<file path="config.mk">
export PLATFORM = sky130hd
export DESIGN_NAME = rr_grant_ctrl4
export DESIGN_NICKNAME = d
export VERILOG_FILES = /design/src/rtl/rr_grant_ctrl4.sv
export SDC_FILE = /design/constraint.sdc
export NUM_CORES = 1
export LEC_CHECK = 0
export ABC_CLOCK_PERIOD_IN_PS = 2200
export BUFFER_PORTS_ARGS = -buffer_cell sky130_fd_sc_hd__buf_2
export CAP_MARGIN = 40
export CORE_MARGIN = 8
export CORE_UTILIZATION = 55
export DETAILED_ROUTE_END_ITERATION = 8
export PLACE_DENSITY = 0.77
export SYNTH_ARGS = -nofsm -noshare
export SYNTH_HDL_FRONTEND = slang
export SYNTH_SLANG_ARGS = --single-unit
</file>
<file path="constraint.sdc">
create_clock -name clk_i -period 2.2 [get_ports clk_i]
set_clock_uncertainty 0.2 [all_clocks]
set_input_delay 0.11 -clock clk_i [delete_from_list [all_inputs] [get_ports clk_i]]
set_output_delay 0.11 -clock clk_i [all_outputs]
set_load 0.02 [all_outputs]
</file>
<file path="src/rtl/rr_grant_ctrl4.sv">
// Four-way round-robin grant sequencer with a bounded hold time per grant.
// Drives a registered one-hot select plus owner index, valid and a preempt pulse.
module rr_grant_ctrl4 #(
    parameter int MAX_HOLD = 8,
    parameter int CNT_W    = 8
) (
    input  logic       clk_i,
    input  logic       rst_ni,
    input  logic       en_i,
    input  logic [3:0] req_i,
    output logic [3:0] gnt_o,
    output logic [1:0] gnt_idx_o,
    output logic       gnt_vld_o,
    output logic       preempt_o
);

    typedef enum logic {IDLE, GRANT} state_t;

    state_t           state_q;
    logic [1:0]       ptr_q;
    logic [CNT_W-1:0] hold_cnt_q;
    logic [3:0]       gnt_q;
    logic [1:0]       gnt_idx_q;
    logic             gnt_vld_q;
    logic             preempt_q;

    logic       win_vld;
    logic [1:0] win_idx;
    logic [1:0] scan_idx;
    logic       own_req;
    logic       hold_done;

    // Scan from the farthest candidate back to ptr so the nearest requester wins.
    always_comb begin
        win_vld  = 1'b0;
        win_idx  = ptr_q;
        scan_idx = ptr_q;
        for (int k = 3; k >= 0; k--) begin
            scan_idx = ptr_q + 2'(k);
            if (req_i[scan_idx]) begin
                win_vld = 1'b1;
                win_idx = scan_idx;
            end
        end
    end

    assign own_req   = req_i[gnt_idx_q];
    assign hold_done = (hold_cnt_q == CNT_W'(MAX_HOLD));

    always_ff @(posedge clk_i or negedge rst_ni) begin
        if (!rst_ni) begin
            state_q    <= IDLE;
            ptr_q      <= 2'd0;
            hold_cnt_q <= '0;
            gnt_q      <= 4'b0000;
            gnt_idx_q  <= 2'd0;
            gnt_vld_q  <= 1'b0;
            preempt_q  <= 1'b0;
        end else begin
            case (state_q)
                IDLE: begin
                    preempt_q <= 1'b0;
                    if (en_i && win_vld) begin
                        state_q    <= GRANT;
                        gnt_idx_q  <= win_idx;
                        gnt_q      <= 4'b0001 << win_idx;
                        gnt_vld_q  <= 1'b1;
                        hold_cnt_q <= CNT_W'(1);
                    end
                end
                GRANT: begin
                    if (!own_req || !en_i || hold_done) begin
                        state_q    <= IDLE;
                        gnt_q      <= 4'b0000;
                        gnt_vld_q  <= 1'b0;
                        ptr_q      <= gnt_idx_q + 2'd1;
                        hold_cnt_q <= '0;
                        // Only a forced revocation of a still-requesting owner counts as preemption.
                        preempt_q  <= own_req && en_i && hold_done;
                    end else begin
                        hold_cnt_q <= hold_cnt_q + CNT_W'(1);
                    end
                end
                default: begin
                    state_q <= IDLE;
                end
            endcase
        end
    end

    assign gnt_o     = gnt_q;
    assign gnt_idx_o = gnt_idx_q;
    assign gnt_vld_o = gnt_vld_q;
    assign preempt_o = preempt_q;

endmodule

</file>
Word level (Yosys, flattened, before mapping)
Index checks and enable logic that the tools add are counted.
{ "op_classes": {"n_addsub": 5, "magnitude_cmp": 5, "n_eq_ne": 3, "shifts": 1, "n_mux": 32, "n_bitwise": 1, "n_reduce_logical": 10} }
{ "op_table": {"columns": ["op", "n"], "rows": [
  ["2-to-1 mux 8 bit", 2],
  ["one-hot mux 8 bit (2 select lines)", 1],
  ["< comparator 2 x 3 -> 1 bit (second input constant)", 5],
  ["2-to-1 mux 1 bit", 14],
  ["binary-select mux 1 bit (select 2 bit)", 5],
  ["adder 8 x 1 -> 8 bit (second input constant)", 1],
  ["equality test 8 x 4 -> 1 bit (second input constant)", 1],
  ["2-to-1 mux 2 bit", 4],
  ["2-to-1 mux 4 bit", 2],
  ["one-hot mux 4 bit (2 select lines)", 1],
  ["one-hot mux 1 bit (2 select lines)", 3],
  ["AND reduction 2 bit", 3],
  ["adder 2 x 1 -> 2 bit (second input constant)", 2],
  ["adder 2 bit (second input constant)", 2],
  ["left shift 1 x 2 -> 4 bit (first input constant)", 1],
  ["logical AND 1 bit", 3],
  ["logical NOT 1 bit", 2],
  ["logical OR 1 bit", 2],
  ["inequality test 2 x 1 -> 1 bit (second input constant)", 1],
  ["inequality test 2 bit (second input constant)", 1],
  ["NOT 1 bit", 1]
]} }
{ "totals": {"ff_bits": 19, "inputBits": 7, "output_inout_bits": 8, "word_cells": 64} }

Longest topological paths before layout
Gate-level depths: netlist (run 1).
{ "depth": {"ltp_word": 10, "depth_mapped": 6, "mapped_depth_nobuf": 5} }

Least setup slack after synthesis (run 1)
No wires, ideal clock.
{ "synth_timing": {"path_kind": "register to register", "from": "reg gnt_idx_q[1], in the netlist gnt_idx_o[1]", "to": "reg ptr_q[1]", "t_arrival_ns": 1.551, "required_ns": 1.875, "setup_slack_ns": 0.324, "stages_incl_launch_ff": 6, "path_buffers": 1, "synth_period_minus_slack_ns": 1.876, "path_cell_list": "dfrtp_1 mux2i_1 o22ai_4 a21bo_1 buf_6 mux2_4"} }
{ "synth_via": {"elab_chain_cells": 6, "word_cells_on_any_way": 7, "cone_classes": "add/sub (1); mux (2); reduce/logical (4)"} }
{ "synth_lines": {"columns": ["item", "line_no", "rtl"], "rows": [
  ["start, declared", "23", "logic [1:0] gnt_idx_q;"],
  ["start signal, assigned", "65", "gnt_idx_q <= win_idx;"],
  ["binary-select mux 1 bit (select 2 bit)", "47", "assign own_req = req_i[gnt_idx_q];"],
  ["2-to-1 mux 1 bit (not written as such)", "47", null],
  ["logical NOT 1 bit", "72", "if (!own_req || !en_i || hold_done) begin"],
  ["logical OR 1 bit (2 in series)", "72", null],
  ["AND reduction 2 bit (no source line)", null, null],
  ["end signal, assigned", "76", "ptr_q <= gnt_idx_q + 2'd1;"],
  ["end, declared", "20", "logic [1:0] ptr_q;"]
]} }
Several ways; a longest one is shown, not always the timed one. The select of a mux whose other input is x is not followed.
A chain may end at the register's enable or synchronous reset.

Worst setup path in the final report (run 1)
{ "layout_timing": {"from": "reg hold_cnt_q[5]", "to": "reg ptr_q[1]"} }
{ "layout_via": {"elab_chain_cells": 3} }
{ "layout_lines": {"columns": ["item", "line_no", "rtl"], "rows": [
  ["start, declared", "21", "logic [CNT_W-1:0] hold_cnt_q;"],
  ["start signal, assigned", "81", "hold_cnt_q <= hold_cnt_q + CNT_W'(1);"],
  ["equality test 8 x 4 -> 1 bit", "48", "assign hold_done = (hold_cnt_q == CNT_W'(MAX_HOLD));"],
  ["logical OR 1 bit", "72", null],
  ["AND reduction 2 bit (no source line)", null, null]
]} }
Every way passes these cells.

==> results of run 1 <==
==> worst max-delay path by stage <==
stage / cells past startpoint / from / slack [ps] / end
finish: 4 / hold_cnt_q[5] / 230 / ptr_q[1]
global route: 4 / hold_cnt_q[5] / 120 / ptr_q[1]
CTS: 4 / hold_cnt_q[5] / 270 / ptr_q[1]
detailed placement: 4 / hold_cnt_q[5] / 300 / ptr_q[1]
global placement: 4 / gnt_idx_o[0] / 350 / ptr_q[1]
floorplan: 5 / gnt_idx_o[1] / 320 / ptr_q[1]
==> cell usage in the layout, fill, tap and decap left out, types with 2 or more instances in the layout <==
cell,synthesis,routed
inv_1,8,8
a41oi_1,2,2
buf_2,1,14
nor3_1,4,4
nor2b_1,4,4
nand2_1,6,6
mux2i_1,3,3
clkbuf_4,0,3
a21oi_1,5,5
o21ai_0,7,7
nand4_1,3,3
a32o_1,3,3
nand3_1,4,4
dfrtp_1,19,19
nor2_1,5,5
ha_1,2,2
o211ai_1,4,4
==> area by class of cell <==
cell class                 instances  area, sq um
fill                             163          703
multi-input combinational         76          552
sequential                        19          475
timing repair buffer              15         80.1
tap                               27         33.8
inverter                           8         30.0
clock buffer                       3         22.5
clock inverter                     1         5.00
==> routing by layer <==
metal,global-route usage,wire length (um),share of wire,vias up
li1,-,-,-,433
met1,0.152,971,0.42,421
met2,0.258,1180,0.51,26
met3,0.0237,130,0.057,3
met4,0.0374,21,0.0091,0
met5,0,0,0,-
==> synthesized netlist by cell type <==
cell       n
o211a_1    1
nand4b_2   1
mux2i_1    3
o31ai_1    1
nand2_1    6
or2_1      1
clkbuf_1   1
and3b_1    1
or4_1      1
o21ai_0    7
nand3_1    4
nor2b_1    4
a21bo_1    1
and3_1     1
a221oi_1   1
nor2_1     5
xnor2_1    1
a21o_2     1
or2b_1     1
nor3_1     4
buf_6      1
dfrtp_1   19
o211ai_1   4
nand4b_1   1
and4_1     1
o22ai_4    1
mux2_4     1
a32o_1     3
o22ai_1    1
a41oi_1    2
o21bai_1   1
and2_2     1
nand4_1    3
o41ai_2    1
ha_1       2
a21oi_1    5
xor2_1     1
a32o_2     1
nand2b_1   1
nor4_2     1
inv_1      8
buf_2      1
==> kinds of logic after synthesis <==
family / Yosys count / share of synthesized area
compound gates: 31 / 0.226
simple gates: 37 / 0.204
fa+ha+maj: 2 / 0.0232
xor+xnor: 2 / 0.0163
mux: 4 / 0.0418
flops: 19 / 0.441
buf+inv: 11 / 0.0465
==> worst min-delay path: stages <==
cell,delay (ps)
buf_2,120
o41ai_2,90
nor2_1,80
nor2_1,90
nor2_1,40
==> state kept, by name, summed over array words and instances (netlist names) <==
signal	count
hold_cnt_q	8
gnt_o	4
gnt_idx_o	2
ptr_q	2
gnt_vld_o	1
preempt_o	1
state_q	1
==> power by group <==
group	internal [mW]	switching, mW	leakage, nW
sequential	0.451	0.130	0.247
combinational	0.241	0.317	0.275
clock	0.0677	0.111	0.0177
==> metrics by stage <==
step                      cell area (sq um)  total power [mW]
after floorplan                        1080              1.00
after global placement                 1160              1.14
after detailed placement               1160              1.15
after CTS                              1200              1.32
after global routing                   1200              1.42
final                                  1200              1.32
==> run summary, run 1 <==
Counting along the longest clock path gives a buffer depth of 2. The layout-stage area growth over the synthesis result is 11.3%, and the register-to-register setup slack is 230 ps. The worst supply voltage drop on vdd is 0.000619 V, and the number of maximum-capacitance violations is 0.

During I/O placement, the number of pins put on the boundary was 15. The y dimension of the die is 60.3 um, and the number of buffer and inverter stages on the critical path is 0. In this run the power density over the cells is 1100 nW/um^2.

The number of port buffers came out at 14. The logs give 1720 um for the detailed-placement wirelength estimate and 0.566 for the initial cell density of the core. The count of cells in the finished layout, fillers not included, comes to 149. The number of gates given a new drive strength after cts is 0. For this run, the top clock speed supported by timing is 509 MHz. Setup violations remaining at the end of the flow were counted as 0. Number of detailed-route iterations in the first pass: 4. Counting tap cells, the placed design contains a total of 144 instances.

The endpoint class of the critical path was a flop. For the detailed-route via count, the log shows 883. The worst hold path depth came out at 5.

The initial antenna violation count was 0; the total DRC errors in the routed layout was 0. Category of the critical setup timing path: reg -> reg. For the worst-skew pair, the clock arrives at the later sink with an insertion delay of 300 ps. The smallest hold slack was 47.0 ps; the site row count was 16. The pin count of the biggest net entering global routing came out at 20. STA puts the critical path data arrival time at 1950 ps. In this run, distinct cell masters in the synthesized netlist total 42. The mean number of vias per cell was 5.93. In this run the critical register-to-register path is captured at ptr_q[1]. After the first detailed-routing iteration, the DRC count stood at 16. The run gives 0.441 as the sequential element share of the synthesized area. The share of Yosys cell area claimed by the top area cell type works out to 0.441. The quantity of hold-fixing buffers added after cts was 1. The standby leakage power was 0.540 nW; the clock-pin slew of the registers on the worst-case setup and hold paths was 120 ps. Once detail routing completed, the nets flagged for antenna violations numbered 0. Flip-flop and latch count after synthesis: 19.

The smallest setup slack after layout was 235 ps. Width of the die: 60.3 um. Via count of the first global-routing pass: 891. The flow ran to the end, and the final reports show no timing, DRC or antenna violations. The maximum level of the CTS H-tree came out at 1. Die footprint: 3630 sq um. The total clock buffers created by CTS is 3, and the max-slew headroom at the worst pin is 0.664. Routability-driven placement finished with a final weighted congestion of 0.837. In the synthesized netlist, the number of instances is 106.

Along the worst path, the maximum fanout reaches 8. In this run the most critical hold path is launched from en_i. The net count of the finished layout is 132. For this block, the routed nets add up to 2300 um of wire. The transition time at the pin with the least slew margin is 499 ps. Yosys attributes the largest share of cell area to dfrtp_1 (44%), o21ai_0 (3.3%), a32o_1 (2.8%). The path category of the worst min-delay check is in -> reg. The final period utilization is 0.893. The antenna diode count was 0.

Of all cell types, the one taking the most synthesized area is dfrtp_1. The first global-routing pass estimated 3840 um of wire. The largest individual stage delay along the critical path comes from the cell dfrtp_1. For hold timing, the worst endpoint is gnt_idx_o[1]. After global routing the overflow that remains totals 0. The logs give 0.137 for the combined global-route utilization of all metal layers and 1080 sq um for the post-synthesis instance area. TritonCTS built the clock tree. The startpoint of the worst-slack reg-to-reg timing path is hold_cnt_q[5].

The share of final-layout standard cells stronger than drive strength 1 is 0.213. Setup repair after global routing left no endpoint under its margin. Count of final max-slew check failures: 0. Category of cells accounting for the largest share of critical-path delay: simple AND/OR/NAND/NOR gates.

STA puts the critical path data required time at 2190 ps. Timing analysis after detailed placement gives a worst setup slack of 297 ps. STA classifies the critical path startpoint as a flop.

CTS saw 19 sinks. For the worst flop-to-flop path, the logic depth is 4. The number of nets handed over by synthesis was 115.

The root buffer cell chosen for the clock tree is clkbuf_4. After detailed routing, the average wire length per cell comes to 15.4 um. After synthesis, the mean cell area works out to 10.2 sq um. The delay of the slowest critical-path stage is 440 ps, and the area of the core region is 1900 sq um. For the sum of negative setup slack, the log shows 0 ps. The tools report the post-layout utilization of the core as 0.630. The final critical-path required period was 1970 ps; the hold violation total from the final report was 0. The post-CTS repair timing setup buffer count came out at 0.

The signal on the critical path passes through nor4_2, nand4b_2, a21bo_1, mux2_4. For this run, the number of Yosys warnings is 0.
Note: power is estimated with default switching activity, not from simulation.
==> run 2: changes to the inputs <==
--- a/config.mk
+++ b/config.mk
@@ -5,13 +5,15 @@
 export SDC_FILE = /design/constraint.sdc
 export NUM_CORES = 1
 export LEC_CHECK = 0
+export ABC_AREA = 1
 export ABC_CLOCK_PERIOD_IN_PS = 2200
 export BUFFER_PORTS_ARGS = -buffer_cell sky130_fd_sc_hd__buf_2
 export CAP_MARGIN = 40
 export CORE_MARGIN = 8
-export CORE_UTILIZATION = 55
+export CORE_UTILIZATION = 57
 export DETAILED_ROUTE_END_ITERATION = 8
-export PLACE_DENSITY = 0.77
+export GPL_ROUTABILITY_DRIVEN = 0
+export PLACE_DENSITY = 0.86
 export SYNTH_ARGS = -nofsm -noshare
 export SYNTH_HDL_FRONTEND = slang
 export SYNTH_SLANG_ARGS = --single-unit
==> run 2 against run 1 <==
  * Synthesized area increased by 15%
  * Non-clock buffer count increased by 1
  * Design area increased by 13%
  * Wire length increased by 20%
  * Highest routed layer unchanged
  * Via count increased by 29%
  * Setup slack got worse by 37 ps
  * Clock power increased by 3%
  * Fmax decreased by 1.8%
==> run summary, run 2 <==
The overall overflow remaining after global route came out at 0 (unchanged). The flip-flop and latch count after synthesis is 19 (unchanged), and the smallest hold slack is 54.0 ps (was 47.0 ps). The detailed-placement wirelength estimate came out at 2120 um (was 1720 um). The count of mapped cells out of synthesis came out at 162 (was 106). The flip-flop count of the largest register, all copies and words added is 8 (unchanged), and the count of non-filler cells in the finished layout is 207 (was 149). Data required time at the worst endpoint: 2240 ps (was 2190 ps). Register-to-register setup slack: 200 ps (was 230 ps). For the max-slew headroom at the worst pin, the log shows 0.702 (was 0.664). The post-detailed-route wirelength per cell is 13.4 um (was 15.4 um), and the number of flops mapped to enable cells by yosys is 0 (unchanged). The die footprint is 3930 sq um (was 3630 sq um), and the number of port buffers is 14 (unchanged).

The logs give 201 (was 144) for the number of placed cells counting well taps and 0 (unchanged) for the number of maximum-capacitance violations. The width of the die is 62.7 um (was 60.3 um). The sum of negative setup slack is 0 ps (unchanged), and the net switching fraction of the power is 0.517 (was 0.424). The number of detailed-route iterations in the first pass came out at 4 (unchanged). The run gives 171 (was 115) as the net count after synthesis. The most used flip-flop cell after synthesis was dfrtp_1 (unchanged). Part of the power in combinational logic: 0.544 (was 0.424).

For the source-to-sink clock delay at the later pin of the worst-skew pair, the log shows 310 ps (was 300 ps). The most frequently used cell type in the post-synthesis netlist was nand2_1 (was dfrtp_1). The cell depth of the worst flop-to-flop path is 10 (was 4). The area of all placed cells without fillers came out at 1360 sq um (was 1200 sq um). The most frequent standard cell in the layout excluding fill and tap cells is nand2_1 (was dfrtp_1). The path category of the worst min-delay check is in -> async (was in -> reg). Hold violation total from the final report: 0 (unchanged). List of most frequent post-synthesis cells: nand2_1 (52), dfrtp_1 (19), inv_1 (17), nand3_1 (16) (was dfrtp_1 (19), inv_1 (8), o21ai_0 (7), nand2_1 (6)).

Post-synthesis instance area: 1240 sq um (was 1080 sq um). The final count of negative-setup-slack endpoints was 0 (unchanged); the distinct cell type count after synthesis was 28 (was 42). The net switching power was 0.881 mW (was 0.558 mW). The y dimension of the die is 62.7 um (was 60.3 um), and the footprint of the flip-flops and latches is 475 sq um (unchanged). The pin count of the biggest net entering global routing was 20 (unchanged).

The share of flip-flops with an asynchronous set or reset after synthesis works out to 1.00 (unchanged). The final critical-path required period is 2000 ps (was 1970 ps). The net count reported at finish is 189 (was 132), and the combined global-route utilization of all metal layers is 0.150 (was 0.137).

The run finished with clean final reports. The layout-stage area growth over the synthesis result is 9.58% (was 11.3%), and the standard cell area after detailed placement is 1310 sq um (was 1160 sq um). Area contributors post-synth: dfrtp_1 (38%), nand2_1 (16%), nand3_1 (6.5%) (was dfrtp_1 (44%), o21ai_0 (3.3%), a32o_1 (2.8%)). For the detailed-route via count, the log shows 1,138 (was 883). The run gives 654 sq um (was 552 sq um) as the area of combinational cells with multiple inputs. The tools report the area of the core region as 2130 sq um (was 1900 sq um). Total clock buffers created by CTS: 3 (unchanged).

The run gives 19 (unchanged) as the number of sinks handled by clock tree synthesis. Setup repair after global routing left no endpoint under its margin. The standby leakage power was 0.697 nW (was 0.540 nW). The smallest setup slack after layout came out at 198 ps (was 235 ps).

The tools report the wire length of the first global-routing pass as 4970 um (was 3840 um). The antenna diode count was 0 (unchanged); the worst slack after detailed placement was 252 ps (was 297 ps). The site row count was 17 (was 16).

Startpoint class of the critical path: a flop (unchanged). The critical path arrival is 2040 ps (was 1950 ps). The clock network fraction of total power was 0.108 (was 0.136).

Via count of the first global-routing pass: 1,226 (was 891). The tools report the internal power consumption as 0.823 mW (was 0.760 mW). The largest fanout on the critical path is 11 (was 8). The transition time at the pin with the least slew margin was 446 ps (was 499 ps).

The tools report the maximum level of the CTS H-tree as 1 (unchanged). The total wirelength of the detailed-routed design came out at 2770 um (was 2300 um). The share of Yosys cell area claimed by the top area cell type works out to 0.383 (was 0.441). The residual antenna-violating net count after detailed routing was 0 (unchanged).

The first-iteration detailed-routing DRC count was 56 (was 16). TritonCTS built the clock tree. The total DRC errors in the routed layout came out at 0 (unchanged). The startpoint of the worst-slack reg-to-reg timing path is ptr_q[0] (was hold_cnt_q[5]).

The initial antenna violation count was 0 (unchanged). The logs give 15 (unchanged) for the number of ports placed on the die boundary and 0.383 (was 0.441) for the sequential element share of the synthesized area. Clock-pin slew of the registers on the worst-case setup and hold paths: 110 ps (was 120 ps).

The dominant cell type by area after synthesis was dfrtp_1 (unchanged). The worst supply voltage drop on vdd came out at 0.000850 V (was 0.000619 V). The sequential fraction of design power was 0.349 (was 0.440); the number of filler cells placed in the layout was 184 (was 163).

The maximum clock frequency is 500 MHz (was 509 MHz), and the count of final max-slew check failures is 0 (unchanged). The post-synthesis area per instance came out at 7.66 sq um (was 10.2 sq um). Ratio of total power to cell area: 1250 nW/um^2 (was 1100 nW/um^2).

The run gives 2 (unchanged) as the worst-case clock buffer depth. Commonest cells after routing, fill and taps aside: nand2_1 (52), dfrtp_1 (19), inv_1 (17) (was dfrtp_1 (19), buf_2 (14), inv_1 (8)). The tools report the capturing point of the worst reg2reg path as hold_cnt_q[3] (was ptr_q[1]). The category of the critical setup timing path was reg -> reg (unchanged). The tools report the root cell of the clock tree as clkbuf_4 (unchanged). The final period utilization works out to 0.910 (was 0.893).

The register with the most flip-flops is hold_cnt_q (unchanged). The share of final-layout standard cells stronger than drive strength 1 is 0.235 (was 0.213). The yosys synthesis warning count was 0 (unchanged); the initial cell density of the core was 0.584 (was 0.566). The mean number of vias per cell works out to 5.50 (was 5.93). The endpoint class of the critical path was a flop (unchanged).
-- run 2: kinds of logic after synthesis --
family / after synthesis / share of synthesized area
buffers and inverters: 23 / 0.0897
DFF: 19 / 0.383
AOI/OAI and AO/OA: 19 / 0.0968
adders and majority gates: 2 / 0.0202
and+or+nand+nor: 95 / 0.382
xor gates and xnor gates: 4 / 0.0282
-- run 2: power groups by stage --
stage          Combinational (mW)  Sequential (mW)  Clock [mW]
3_3_place_gp                0.882            0.592           0
5_1_grt                      1.06            0.611       0.192
4_1_cts                     0.929            0.592       0.184
6_report                    0.926            0.594       0.184
2_1_floorplan               0.717            0.617           0
3_5_place_dp                0.922            0.600           0
-- run 2: cell type report --
type,instances,area share
inverter,20,0.0570
clock buffer,3,0.0166
clock inverter,1,0.00368
sequential,19,0.350
tap,28,0.0258
multi-input combinational,120,0.481
timing repair buffer,16,0.0662
-- run 2: timing repair --
action / CTS / global route
hold buffers: 2 / 0
gates resized for setup: 0 / 0
buffers inserted: 0 / 0
hold endpoints to repair: 21 / 0
-- run 2: worst max-delay path by stage --
| stage | end | startpoint | slack (ps) | cells past startpoint |
|---|---|---|---|---|
| after global placement | hold_cnt_q[3] | ptr_q[0] | 320 | 10 |
| after CTS | hold_cnt_q[3] | ptr_q[0] | 210 | 10 |
| after floorplan | gnt_idx_o[1] | ptr_q[0] | 590 | 10 |
| final | hold_cnt_q[3] | ptr_q[0] | 200 | 10 |
| after global routing | gnt_o[1] | ptr_q[0] | 30 | 12 |
| after detailed placement | hold_cnt_q[4] | ptr_q[0] | 250 | 10 |
-- run 2: metrics by stage --
stage	total power [mW]	util
floorplan	1.33	-
global placement	1.47	0.617
detailed placement	1.52	0.617
CTS	1.71	0.639
global route	1.86	0.639
finish	1.70	0.639
-- run 2: critical path, cell delays in order (launching register included) --
cell and delay, ps:
dfrtp_1 630, inv_2 140, nand2_1 120, nand2_2 90, a21oi_2 120, nand2_2 70
nand2_4 100, nor2_8 50, inv_4 140, nand3_1 100, a21oi_1 160
-- run 2: layer usage --
layer / global-route usage / up-vias / part of all wire / routed length [um]
met4: 0.0655 / 0 / 0.015 / 42
met2: 0.298 / 26 / 0.53 / 1470
li1: - / 559 / - / -
met3: 0.0287 / 5 / 0.040 / 112
met5: 0 / - / 0 / 0
met1: 0.143 / 548 / 0.41 / 1140
==> run 3: changes to the inputs <==
--- a/config.mk
+++ b/config.mk
@@ -11,6 +11,7 @@
 export CAP_MARGIN = 40
 export CORE_MARGIN = 8
 export CORE_UTILIZATION = 57
+export CTS_BUF_LIST = sky130_fd_sc_hd__clkbuf_8 sky130_fd_sc_hd__clkbuf_16
 export DETAILED_ROUTE_END_ITERATION = 8
 export GPL_ROUTABILITY_DRIVEN = 0
 export PLACE_DENSITY = 0.86
==> run 3 against run 2 <==
  * Sequential share of layout area is 0.22 points lower
  * Fmax is 0.25% higher
  * Wire length is 0.76% lower
  * Global-route usage is 0.26 points lower
  * Sequential cell count stayed put
  * Design area is 0.64% higher
  * Setup slack better by 4.9 ps
  * Hold slack worse by 35 ps
  * Critical endpoint unchanged
  * Largest power group unchanged
  * Utilization is 0.41 points higher
==> run summary, run 3 (synthesis gave the netlist of run 2 again) <==
The layout-stage area growth over the synthesis result was 10.3% (was 9.58%). The register-to-register setup slack is 200 ps (about the same). The run gives 1370 sq um (was 1360 sq um) as the area of all placed cells without fillers.

The number of filler cells placed in the layout was 189 (was 184); the number of ports placed on the die boundary was 15 (unchanged). The initial antenna violation count came out at 0 (unchanged). The die footprint was 3930 sq um (unchanged). The logs give 1,120 (was 1,138) for the detailed-route via count and 2750 um (was 2770 um) for the total wirelength of the detailed-routed design.

The final period utilization was 0.908 (was 0.910). The final critical-path required period is 2000 ps (about the same), and the max-slew headroom at the worst pin is 0.703 (was 0.702). The width of the die came out at 62.7 um (unchanged).

Worst hold path startpoint: en_i. The path category of the worst min-delay check was in -> reg (was in -> async). The worst supply voltage drop on vdd is 0.000714 V (was 0.000850 V), and the area of the core region is 2130 sq um (unchanged).

The transition time at the pin with the least slew margin is 445 ps (was 446 ps). The tools report the sum of negative setup slack as 0 ps (unchanged). Commonest cells after routing, fill and taps aside: nand2_1 (52), dfrtp_1 (19), inv_1 (17) (unchanged). The count of final max-slew check failures is 0 (unchanged), and the clock network fraction of total power is 0.141 (was 0.108). The ratio of total power to cell area is 1290 nW/um^2 (was 1250 nW/um^2), and the critical path arrival is 1990 ps (was 2040 ps). The tools report the net count reported at finish as 188 (was 189).

Maximum clock frequency: 501 MHz (was 500 MHz). The hold violation total from the final report was 0 (unchanged). The worst-case clock buffer depth is 2 (unchanged), and the detailed-placement wirelength estimate is 2120 um (unchanged). The flip-flop count of the largest register, all copies and words added is 8 (unchanged). The endpoint class of the critical path was a flop (unchanged). TritonCTS built the clock tree.

The standard cell area after detailed placement was 1310 sq um (unchanged). Number of detailed-route iterations in the first pass: 4 (unchanged). The share of final-layout standard cells stronger than drive strength 1 was 0.236 (was 0.235). The most frequent standard cell in the layout excluding fill and tap cells was nand2_1 (unchanged).

The startpoint of the worst-slack reg-to-reg timing path is ptr_q[0] (unchanged). Number of sinks handled by clock tree synthesis: 19 (unchanged). The clock-pin slew of the registers on the worst-case setup and hold paths is 70 ps (was 110 ps).

The run gives 0 (unchanged) as the final count of negative-setup-slack endpoints. The tools report the post-layout utilization of the core as 0.644 (was 0.639). The root cell of the clock tree is clkbuf_8 (was clkbuf_4).

The first-iteration detailed-routing DRC count came out at 62 (was 56). The residual antenna-violating net count after detailed routing was 0 (unchanged); the net switching fraction of the power was 0.503 (was 0.517). The antenna diode count was 0 (unchanged); the source-to-sink clock delay at the later pin of the worst-skew pair was 270 ps (was 310 ps). The post-CTS repair timing setup buffer count was 0 (unchanged).

The wire length of the first global-routing pass came out at 4810 um (was 4970 um). The run finished with clean final reports. The register with the most flip-flops is hold_cnt_q (unchanged).

The initial cell density of the core is 0.584 (unchanged), and the via count of the first global-routing pass is 1,185 (was 1,226). Maximum level of the CTS H-tree: 1 (unchanged). The tools report the startpoint class of the critical path as a flop (unchanged).

The tools report the endpoint of the most critical setup path as hold_cnt_q[3] (unchanged). The number of maximum-capacitance violations was 0 (unchanged). The standby leakage power was 0.701 nW (was 0.697 nW); the sequential fraction of design power was 0.336 (was 0.349). The data required time at the worst endpoint is 2190 ps (was 2240 ps).

The category of the critical setup timing path is reg -> reg (unchanged). Combined global-route utilization of all metal layers: 0.147 (was 0.150). The post-detailed-route wirelength per cell was 13.3 um (was 13.4 um); the cell depth of the worst flop-to-flop path was 10 (unchanged). Net switching power: 0.891 mW (was 0.881 mW). The capturing point of the worst reg2reg path was hold_cnt_q[3] (unchanged). The logs give 0.523 (was 0.544) for the part of the power in combinational logic and 0 (unchanged) for the total DRC errors in the routed layout. Overall overflow remaining after global route: 0 (unchanged). Setup repair after global routing left no endpoint under its margin.

The site row count is 17 (unchanged). The run gives 20 (unchanged) as the pin count of the biggest net entering global routing. The mean number of vias per cell is 5.44 (was 5.50), and the total clock buffers created by CTS is 3 (unchanged). The largest fanout on the critical path works out to 11 (unchanged).

The internal power consumption is 0.881 mW (was 0.823 mW), and the y dimension of the die is 62.7 um (unchanged). Launching element of the worst setup path: ptr_q[0] (unchanged). The number of port buffers was 14 (unchanged).
==> run 3: cell types whose count changed in the layout (fill, tap and decap cells not counted), sizes merged <==
cell / previous run / this run
dlygate4sd3: 2 / 1
==> run 3: power groups by stage <==
stage                     registers (mW)  clock network (mW)  logic (mW)
final                              0.594               0.250       0.927
after global routing               0.611               0.262        1.06
after detailed placement           0.600                   0       0.922
after floorplan                    0.617                   0       0.717
after CTS                          0.593               0.253       0.928
after global placement             0.592                   0       0.882
==> run 3: worst min path at each step <==
| stage | end | slack, ps | depth (start not counted) |
|---|---|---|---|
| floorplan | gnt_idx_o[0] | -390 | 0 |
| global placement | hold_cnt_q[5] | -140 | 1 |
| detailed placement | hold_cnt_q[5] | -120 | 1 |
| CTS | hold_cnt_q[2] | 30 | 4 |
| global route | hold_cnt_q[2] | 40 | 4 |
| finish | hold_cnt_q[2] | 20 | 4 |
==> run 3: critical path: stages, from the launching register on <==
cell     delay, ps
dfrtp_1        620
inv_2          140
nand2_1        120
nand2_2         90
a21oi_2        120
nand2_2         70
nand2_4        100
nor2_8          50
inv_4          150
nand3_1        100
a21oi_1        160
==> run 3: final cells by class <==
cell class	instances	area, sq um	area share
Clock buffer	3	41.3	0.0302
Clock inverter	1	5.00	0.00366
Inverter	20	77.6	0.0567
Multi-Input combinational cell	120	654	0.478
Sequential cell	19	475	0.347
Tap cell	28	35.0	0.0256
Timing Repair Buffer	15	80.1	0.0585
==> run 3: routing by layer <==
| layer | global-route usage | wire length [um] | vias up |
|---|---|---|---|
| met3 | 0.0287 | 117 | 7 |
| met1 | 0.141 | 1140 | 525 |
| met4 | 0.0741 | 55 | 0 |
| met5 | 0 | 0 | - |
| met2 | 0.287 | 1430 | 31 |
| li1 | - | - | 557 |
==> run 3: repair_timing <==
item | CTS | global route
hold endpoints to repair | 19 | 0
hold buffers | 1 | 0
gates resized for setup | 0 | 0
==> run 3: through the flow <==
step                power, mW  std cells  worst slack (ps)  hold slack, ps
global placement         1.47        201               323            -135
detailed placement       1.52        201               252            -124
finish                   1.77        206               203            19.4
floorplan                1.33        162               590            -386
global route             1.93        206              35.1            43.6
CTS                      1.77        206               222            27.1
